[src/rtl/seq_divider_if.sv]
// Operand/result bundle for seq_divider: master issues divisions, slave is the divider.
interface seq_divider_if #(
  parameter int DIVIDEND_W = 8,
  parameter int DIVISOR_W  = 4
) ();
  logic                  start;
  logic [DIVIDEND_W-1:0] dividend;
  logic [DIVISOR_W-1:0]  divisor;
  logic [DIVIDEND_W-1:0] quotient;
  logic [DIVISOR_W-1:0]  remainder;
  logic                  busy;
  logic                  done;
  logic                  div_by_zero;

  modport master (
    output start, dividend, divisor,
    input  quotient, remainder, busy, done, div_by_zero
  );

  modport slave (
    input  start, dividend, divisor,
    output quotient, remainder, busy, done, div_by_zero
  );
endinterface

[src/rtl/seq_divider.sv]
// Sequential restoring divider, one quotient bit per RUN cycle, MSB first.
// SEQ_DIVIDER_DIV_ZERO_DETECT_EN: when defined, a zero divisor skips RUN and flags div_by_zero.
//
// state | meaning
// IDLE  | waiting for start
// RUN   | one restoring step per cycle, counter counts down to terminal count
// DONE  | one-cycle done pulse, results updated; start here chains the next division
module seq_divider #(
  parameter int DIVIDEND_W = 8,
  parameter int DIVISOR_W  = 4
) (
  input  logic           clk,
  input  logic           rst,
  seq_divider_if.slave   div_io
);
  localparam int CNT_W = $clog2(DIVIDEND_W + 1);

  typedef enum logic [1:0] {S_IDLE, S_RUN, S_DONE} state_t;

  state_t                state_q, state_d;
  logic [CNT_W-1:0]      cnt_q, cnt_d;
  logic [DIVIDEND_W-1:0] dvd_q, dvd_d;
  logic [DIVISOR_W-1:0]  dsr_q, dsr_d;
  logic [DIVISOR_W-1:0]  prem_q, prem_d;
  logic [DIVIDEND_W-1:0] quo_q, quo_d;
  logic [DIVISOR_W-1:0]  rem_q, rem_d;
`ifdef SEQ_DIVIDER_DIV_ZERO_DETECT_EN
  logic                  dbz_q, dbz_d;
`endif

  logic [DIVISOR_W:0]    shifted;
  logic                  fits;
  logic [DIVISOR_W-1:0]  prem_step;
  logic [DIVIDEND_W-1:0] dvd_step;
  logic                  accept;

  // dvd_q shifts out dividend bits at the top and collects quotient bits at the bottom.
  // After a subtraction the partial remainder is below the divisor, so its low bits suffice.
  assign shifted   = {prem_q, dvd_q[DIVIDEND_W-1]};
  assign fits      = shifted >= {1'b0, dsr_q};
  assign prem_step = fits ? (shifted[DIVISOR_W-1:0] - dsr_q) : shifted[DIVISOR_W-1:0];
  assign dvd_step  = {dvd_q[DIVIDEND_W-2:0], fits};

  always_ff @(posedge clk or posedge rst) begin
    if (rst) begin
      state_q <= S_IDLE;
      cnt_q   <= '0;
      dvd_q   <= '0;
      dsr_q   <= '0;
      prem_q  <= '0;
      quo_q   <= '0;
      rem_q   <= '0;
`ifdef SEQ_DIVIDER_DIV_ZERO_DETECT_EN
      dbz_q   <= 1'b0;
`endif
    end else begin
      state_q <= state_d;
      cnt_q   <= cnt_d;
      dvd_q   <= dvd_d;
      dsr_q   <= dsr_d;
      prem_q  <= prem_d;
      quo_q   <= quo_d;
      rem_q   <= rem_d;
`ifdef SEQ_DIVIDER_DIV_ZERO_DETECT_EN
      dbz_q   <= dbz_d;
`endif
    end
  end

  always_comb begin
    state_d = state_q;
    cnt_d   = cnt_q;
    dvd_d   = dvd_q;
    dsr_d   = dsr_q;
    prem_d  = prem_q;
    quo_d   = quo_q;
    rem_d   = rem_q;
`ifdef SEQ_DIVIDER_DIV_ZERO_DETECT_EN
    dbz_d   = dbz_q;
`endif
    accept  = 1'b0;

    case (state_q)
      S_IDLE: accept = div_io.start;
      S_RUN: begin
        cnt_d  = cnt_q - CNT_W'(1);
        dvd_d  = dvd_step;
        prem_d = prem_step;
        if (cnt_q == CNT_W'(1)) begin
          state_d = S_DONE;
          quo_d   = dvd_step;
          rem_d   = prem_step;
`ifdef SEQ_DIVIDER_DIV_ZERO_DETECT_EN
          dbz_d   = 1'b0;
`endif
        end
      end
      S_DONE: begin
        accept  = div_io.start;
        state_d = S_IDLE;
      end
      default: state_d = S_IDLE;
    endcase

    if (accept) begin
      state_d = S_RUN;
      cnt_d   = CNT_W'(DIVIDEND_W);
      dvd_d   = div_io.dividend;
      dsr_d   = div_io.divisor;
      prem_d  = '0;
`ifdef SEQ_DIVIDER_DIV_ZERO_DETECT_EN
      if (div_io.divisor == '0) begin
        state_d = S_DONE;
        cnt_d   = '0;
        quo_d   = '1;
        rem_d   = '0;
        dbz_d   = 1'b1;
      end
`endif
    end
  end

  assign div_io.quotient  = quo_q;
  assign div_io.remainder = rem_q;
  assign div_io.busy      = (state_q == S_RUN);
  assign div_io.done      = (state_q == S_DONE);
`ifdef SEQ_DIVIDER_DIV_ZERO_DETECT_EN
  assign div_io.div_by_zero = (state_q == S_DONE) && dbz_q;
`else
  assign div_io.div_by_zero = 1'b0;
`endif
endmodule

[src/flat_wrapper.sv]
// flat-port wrapper written by rule: the top's interface ports become plain ports
module seq_divider_flat 
#(
  parameter int DIVIDEND_W = 8,
  parameter int DIVISOR_W  = 4
)
  (clk, rst, div_io_start, div_io_dividend, div_io_divisor, div_io_quotient, div_io_remainder, div_io_busy, div_io_done, div_io_div_by_zero);
  seq_divider_if #(.DIVIDEND_W(DIVIDEND_W), .DIVISOR_W(DIVISOR_W)) div_io_i ();
  input  logic clk;
  input  logic rst;
  input wire logic [$bits(div_io_i.start)-1:0] div_io_start;
  input wire logic [$bits(div_io_i.dividend)-1:0] div_io_dividend;
  input wire logic [$bits(div_io_i.divisor)-1:0] div_io_divisor;
  output wire logic [$bits(div_io_i.quotient)-1:0] div_io_quotient;
  output wire logic [$bits(div_io_i.remainder)-1:0] div_io_remainder;
  output wire logic [$bits(div_io_i.busy)-1:0] div_io_busy;
  output wire logic [$bits(div_io_i.done)-1:0] div_io_done;
  output wire logic [$bits(div_io_i.div_by_zero)-1:0] div_io_div_by_zero;
  assign div_io_i.start = div_io_start;
  assign div_io_i.dividend = div_io_dividend;
  assign div_io_i.divisor = div_io_divisor;
  assign div_io_quotient = div_io_i.quotient;
  assign div_io_remainder = div_io_i.remainder;
  assign div_io_busy = div_io_i.busy;
  assign div_io_done = div_io_i.done;
  assign div_io_div_by_zero = div_io_i.div_by_zero;
  seq_divider #(.DIVIDEND_W(DIVIDEND_W), .DIVISOR_W(DIVISOR_W)) u_core (.clk(clk), .rst(rst), .div_io(div_io_i));
endmodule
[config.mk]
export PLATFORM = sky130hd
export DESIGN_NAME = seq_divider_flat
export DESIGN_NICKNAME = d
export VERILOG_FILES = /design/src/rtl/seq_divider_if.sv /design/src/rtl/seq_divider.sv /design/src/flat_wrapper.sv
export SDC_FILE = /design/constraint.sdc
export NUM_CORES = 1
export LEC_CHECK = 0
export CAP_MARGIN = 20
export CORE_MARGIN = 2
export CORE_UTILIZATION = 27
export CTS_BUF_LIST = sky130_fd_sc_hd__clkbuf_16
export DETAILED_ROUTE_END_ITERATION = 10
export GPL_TIMING_DRIVEN = 0
export PLACE_DENSITY_LB_ADDON = 0.05
export SYNTH_ARGS = -nofsm -noshare
export SYNTH_HDL_FRONTEND = slang
export SYNTH_SLANG_ARGS = --single-unit
[constraint.sdc]
create_clock -name clk -period 3.85 [get_ports clk]
set_input_delay 0.9625 -clock clk [delete_from_list [all_inputs] [get_ports clk]]
set_output_delay 0.9625 -clock clk [all_outputs]
set_load 0.01 [all_outputs]
* Word-level counts from Yosys, hierarchy flattened
Cells that the tools add are included.
Operators by class: $add $sub $neg 2, multiply operators 0, divide/modulo/power cells 0, order comparisons 1, equal/unequal tests 5, shift operators 0, muxes and demuxes 11, bitwise operators 0, reductions and logical operators 5
Operators with widths (count):
- $mux W4 | 5
- $mux W8 | 2
- $ge A5 B4 Y1 | 1
- $eq A4 B1 Y1 const B | 1
- $mux W2 | 2
- $pmux W2 S2 | 1
- $reduce_and A2 Y1 | 2
- $sub A4 B1 Y4 const B | 1
- $sub A4 B4 Y4 | 1
- $ne A3 B1 Y1 const B | 1
- $eq A2 B1 Y1 const B | 1
- $eq A2 B2 Y1 const B | 1
- $logic_not A2 Y1 | 1
- $ne A2 B1 Y1 const B | 1
- $reduce_bool A2 Y1 | 1
- $reduce_or A2 Y1 | 1
- $mux W1 | 1
Storage, ports and cells: register bits after elaboration 34, latch bits 0, RAM bits 0, memory bits (read-only) 0, input bits 15, output and inout bits 15, word-level logic and storage cells 31, memories kept 0

* Longest topological paths before layout
Gate-level depths: netlist (run 1).
word-level depth 5, mapped depth 8, mapped depth without buffers 7

* Least setup slack after synthesis (run 1)
Ideal clock, no wire load.
kind input-to-reg, start input div_io_start, end register u_core.dvd_q[7], setup time 126 ps, arrival time 1674 ps, required time 3724 ps, slack 2050 ps, stages on the path 4, path buffers 2, cells stage by stage nor2b_1 > clkbuf_1 > clkbuf_1 > a221o_1
Between the ends: longest elaborated chain between the ends 2, elaborated cells between the ends (all ways) 3, classes of those cells mux: 2; reduce/logical: 1
Ends and longest elaborated chain:
- from (decl) | line flat_wrapper.sv:11 | input wire logic [$bits(div_io_i.start)-1:0] div_io_start;
- $mux W1 * | line seq_divider.sv:83 | case (state_q)
- $mux W8 / $reduce_bool A2 Y1 (equally long branches)
- to (signal assigned) | line seq_divider.sv:59 | dvd_q <= dvd_d;
- to (decl) | line seq_divider.sv:22 | logic [DIVIDEND_W-1:0] dvd_q, dvd_d;
Every way passes the cells marked *; elsewhere a longest branch is shown, timed or not. A chain may end at the register's enable or synchronous reset.

* Final worst setup path (run 1)
start register u_core.state_q[0], end output div_io_busy
Between the ends: longest elaborated chain between the ends 1
Ends and longest elaborated chain:
- from (decl) | line seq_divider.sv:20 | state_t state_q, state_d;
- from (signal assigned) | line seq_divider.sv:57 | state_q <= state_d;
- $eq A2 B1 Y1 | line seq_divider.sv:125 | assign div_io.busy = (state_q == S_RUN);
- to (decl) | line flat_wrapper.sv:16 | output wire logic [$bits(div_io_i.busy)-1:0] div_io_busy;
No other way between the ends.

==> results of run 1 <==
[kinds of logic (layout without fill, tap and decap cells)]
family	Yosys count	in the layout	share of synthesized area (%)
and+or+nand+nor	65	65	17.6
DFF	34	34	53.3
AOI/OAI and AO/OA	33	33	13.5
buffers and inverters	19	57	5.25
adders and majority gates	7	7	5.95
muxes	4	4	2.58
xor gates and xnor gates	3	3	1.64
other	1	1	0.235
[path summary, 6_finish.rpt]
kind	startpoint	end	depth (start not counted)
max in group asynchronous	rst	u_core.cnt_q[2]	4
setup / recovery	u_core.state_q[0]	div_io_busy	3
hold / removal	u_core.div_io.quotient[6]	u_core.div_io.quotient[6]	2
setup reg to reg	u_core.cnt_q[1]	u_core.div_io.remainder[0]	8
min in group asynchronous	rst	u_core.div_io.quotient[3]	2
hold reg to reg	u_core.div_io.quotient[6]	u_core.div_io.quotient[6]	2
[worst register-to-register path, delay by kind of cell, from the launching register on]
kind	cells	cell delay (ps)
adder cells (fa/ha/maj)	1	140
AO/OA/AOI/OAI	1	70
flip-flops	1	400
AND/OR/NAND/NOR	3	690
buffers and inverters	3	440
[registers in the layout (all words and copies together) (netlist names)]
register and cells:
u_core.cnt_q 4, u_core.div_io.remainder 4, u_core.state_q 2, u_core.dsr_q 4, u_core.div_io.quotient 8, u_core.dvd_q 8, u_core.prem_q 4
[power groups by stage]
stage / Combinational [mW] / Sequential [mW] / Clock, mW
2_1_floorplan: 0.578 / 0.654 / 0
5_1_grt: 1.02 / 0.669 / 0.417
4_1_cts: 0.905 / 0.648 / 0.394
6_report: 0.884 / 0.648 / 0.381
3_5_place_dp: 0.893 / 0.655 / 0
3_3_place_gp: 0.877 / 0.649 / 0
[metrics by stage]
step                      utilization, %  hold slack, ps  instance area, um^2  worst slack, ps
after floorplan                        -             449                 1600             2050
after global placement              33.9             461                 1970             1260
after detailed placement            34.4             462                 2000             1280
after CTS                           36.9             476                 2140             1210
after global routing                36.9             499                 2140             1150
final                               36.9             468                 2140             1220
[cell usage in the layout (no fill, tap or decap), types with 4 or more instances in the layout]
cell	synthesis	routed
ha_1	6	6
o21ai_0	10	10
inv_1	10	10
clkdlybuf4s50_1	0	28
nand2_1	46	46
nor2_1	4	4
dfrtp_1	34	34
o31ai_1	7	7
a21oi_1	5	5
a22oi_1	4	4
clkbuf_16	0	5
[routing by layer]
metal / vias to the layer above / GRT usage [%] / share of wire [%] / wire, um
met2: 19 / 21.8 / 49 / 1880
met3: 2 / 4.00 / 3.4 / 129
met4: 0 / 4.07 / 0.71 / 27
met5: - / 0 / 0 / 0
li1: 621 / - / - / -
met1: 595 / 17.6 / 46 / 1760
[layout make-up]
| class | count | area, um^2 |
|---|---|---|
| buffer | 7 | 38.8 |
| timing repair buffer | 30 | 310 |
| inverter | 12 | 45.0 |
| sequential | 34 | 851 |
| clock buffer | 5 | 125 |
| fill | 607 | 3670 |
| multi-input combinational | 113 | 663 |
| tap | 75 | 93.8 |
| clock inverter | 3 | 16.3 |
==> flow_metrics.env, run 1 <==
export IMPL_synth_common_cells="nand2_1 (46), dfrtp_1 (34), inv_1 (10), o21ai_0 (10), o31ai_1 (7)"
export IMPL_die_area_mm2=0.00655
export IMPL_intPower_mw=1.18
export IMPL_overflow=0
export IMPL_cts_htree_levels=2
export IMPL_crit_path_cell_trace="nand2b_1, clkinv_1, clkdlybuf4s50_1"
export IMPL_reg2reg_slack_ps=2000
export IMPL_yosysSeqAreaShare_pct=53.2
export IMPL_synth_area_leaders="dfrtp_1 (53%), nand2_1 (11%), ha_1 (4.7%)"
export IMPL_grt_pass1_wl_um=6640
export IMPL_place_inst=271
export IMPL_syn_nets=188
export IMPL_timing_fmax_ghz=0.381
export IMPL_start_util_pct=27.5
export IMPL_root_buffer="clkbuf_16"
export IMPL_cts_resized_gates=0
export IMPL_synth_top_area_cell="dfrtp_1"
export IMPL_io_buffers=28
export IMPL_syn_to_final_growth_pct=34.1
export IMPL_final_hold_viol_count=0
export IMPL_diodes=0
export IMPL_first_pass_iters=4
export IMPL_antenna_found_initial=0
export IMPL_yosys_register_bits=34
export IMPL_drv_cap=0
export IMPL_rsz0062_at_grt="no"
export IMPL_clkPwrFrac_pct=19.9
export IMPL_slew_headroom_pct=59.2
export IMPL_crit_required_ps=2890
export IMPL_synth_warnings=0
export IMPL_clockBufferDepth=2
export IMPL_clkLatencyLatePin_ps=280
export IMPL_cts_setup_buffers=0
export IMPL_placeableCoreArea_mm2=0.00582
export IMPL_period_needed_ps=2630
export IMPL_cts_tree="yes"
export IMPL_track_usage_pct=13.5
export IMPL_routed_via_density=4.43
export IMPL_clock_skew_ps=6.51
export IMPL_place_congestion=0.798
export IMPL_worst_ep_arrival_time_ps=1660
export IMPL_slowest_delay_ps=580
export IMPL_timing_setup_tns_ps=0
export IMPL_p_sw_share_pct=38.5
export IMPL_hold_path_class="register to register"
export IMPL_finalWirelength_um=3790
export IMPL_cp_top_family="buffers and inverters"
export IMPL_cts_buffers=5
export IMPL_io_pins=30
export IMPL_fin_cells=279
export IMPL_yosysMostFrequentCell="nand2_1"
export IMPL_finalSetupViolCount=0
export IMPL_ir_drop_mv=0.347
export IMPL_synth_flop_cell="dfrtp_1"
export IMPL_drt_iter0_markers=45
export IMPL_layout_nets=225
export IMPL_power_frac_comb_pct=46.2
export IMPL_startpoint_type="register"
export IMPL_leakage_nw=0.979
export IMPL_layout_drive_gt1_share_pct=7.35
export IMPL_ys_async_sr_fraction_pct=100
export IMPL_yosysTopAreaCellShare_pct=53.2
export IMPL_p_sw_uw=737
export IMPL_wl_per_cell_um=13.6
export IMPL_seqPwrFrac_pct=33.9
export IMPL_final_max_slew_viol_count=0
export IMPL_final_antenna_net_count=0
export IMPL_grt_max_degree=14
export IMPL_netlist_area_mm2=0.00160
export IMPL_critical_path_class="register to output pin"
export IMPL_worstMarginPinSlew_ps=611
export IMPL_cp_end_kind="output pin"
export IMPL_synth_edf_count=0
export IMPL_cp_max_fo=9
export IMPL_p_per_area_mw_per_mm2=893
export IMPL_finalCritPeriodShare_pct=68.2
export IMPL_cts_sink_count=34
export IMPL_status="complete, no violations"
export IMPL_cts_hold_repair_buffers=0
export IMPL_die_x_um=80.9
export IMPL_ys_types=34
export IMPL_fp_dieH_um=80.9
export IMPL_first_global_vias=1326
export IMPL_netlist_instances=166
export IMPL_std_cell_rows=28
export IMPL_cpMaxStageDelayCell="clkdlybuf4s50_1"
export IMPL_critPathBufInv=2
export IMPL_hpwl_um=2800
export IMPL_total_power_mw=1.91
export IMPL_clk_pin_slew_worst_paths_ps=60
export IMPL_vias=1237
export IMPL_syn_area_per_cell_um2=9.63
export IMPL_drc_errors=0
No activity file was read; power rests on OpenSTA's default activity.
==> run 2, diff against run 1 <==
==> constraint.sdc (replaced) <==
create_clock -name clk -period 2.5 [get_ports clk]
set_input_delay 0.625 -clock clk [delete_from_list [all_inputs] [get_ports clk]]
set_output_delay 0.625 -clock clk [all_outputs]
set_load 0.01 [all_outputs]
==> results of run 2 <==
Same layout as run 1 (identical final DEF). Status: complete, no violations.
Main changes from that run: setup slack after placement 1280 ps -> 265 ps; setup slack after layout 1220 ps -> 212 ps; register-to-register setup slack 2000 ps -> 650 ps; total power 1.91 mW -> 2.95 mW; worst IR drop on VDD 0.347 mV -> 0.535 mV
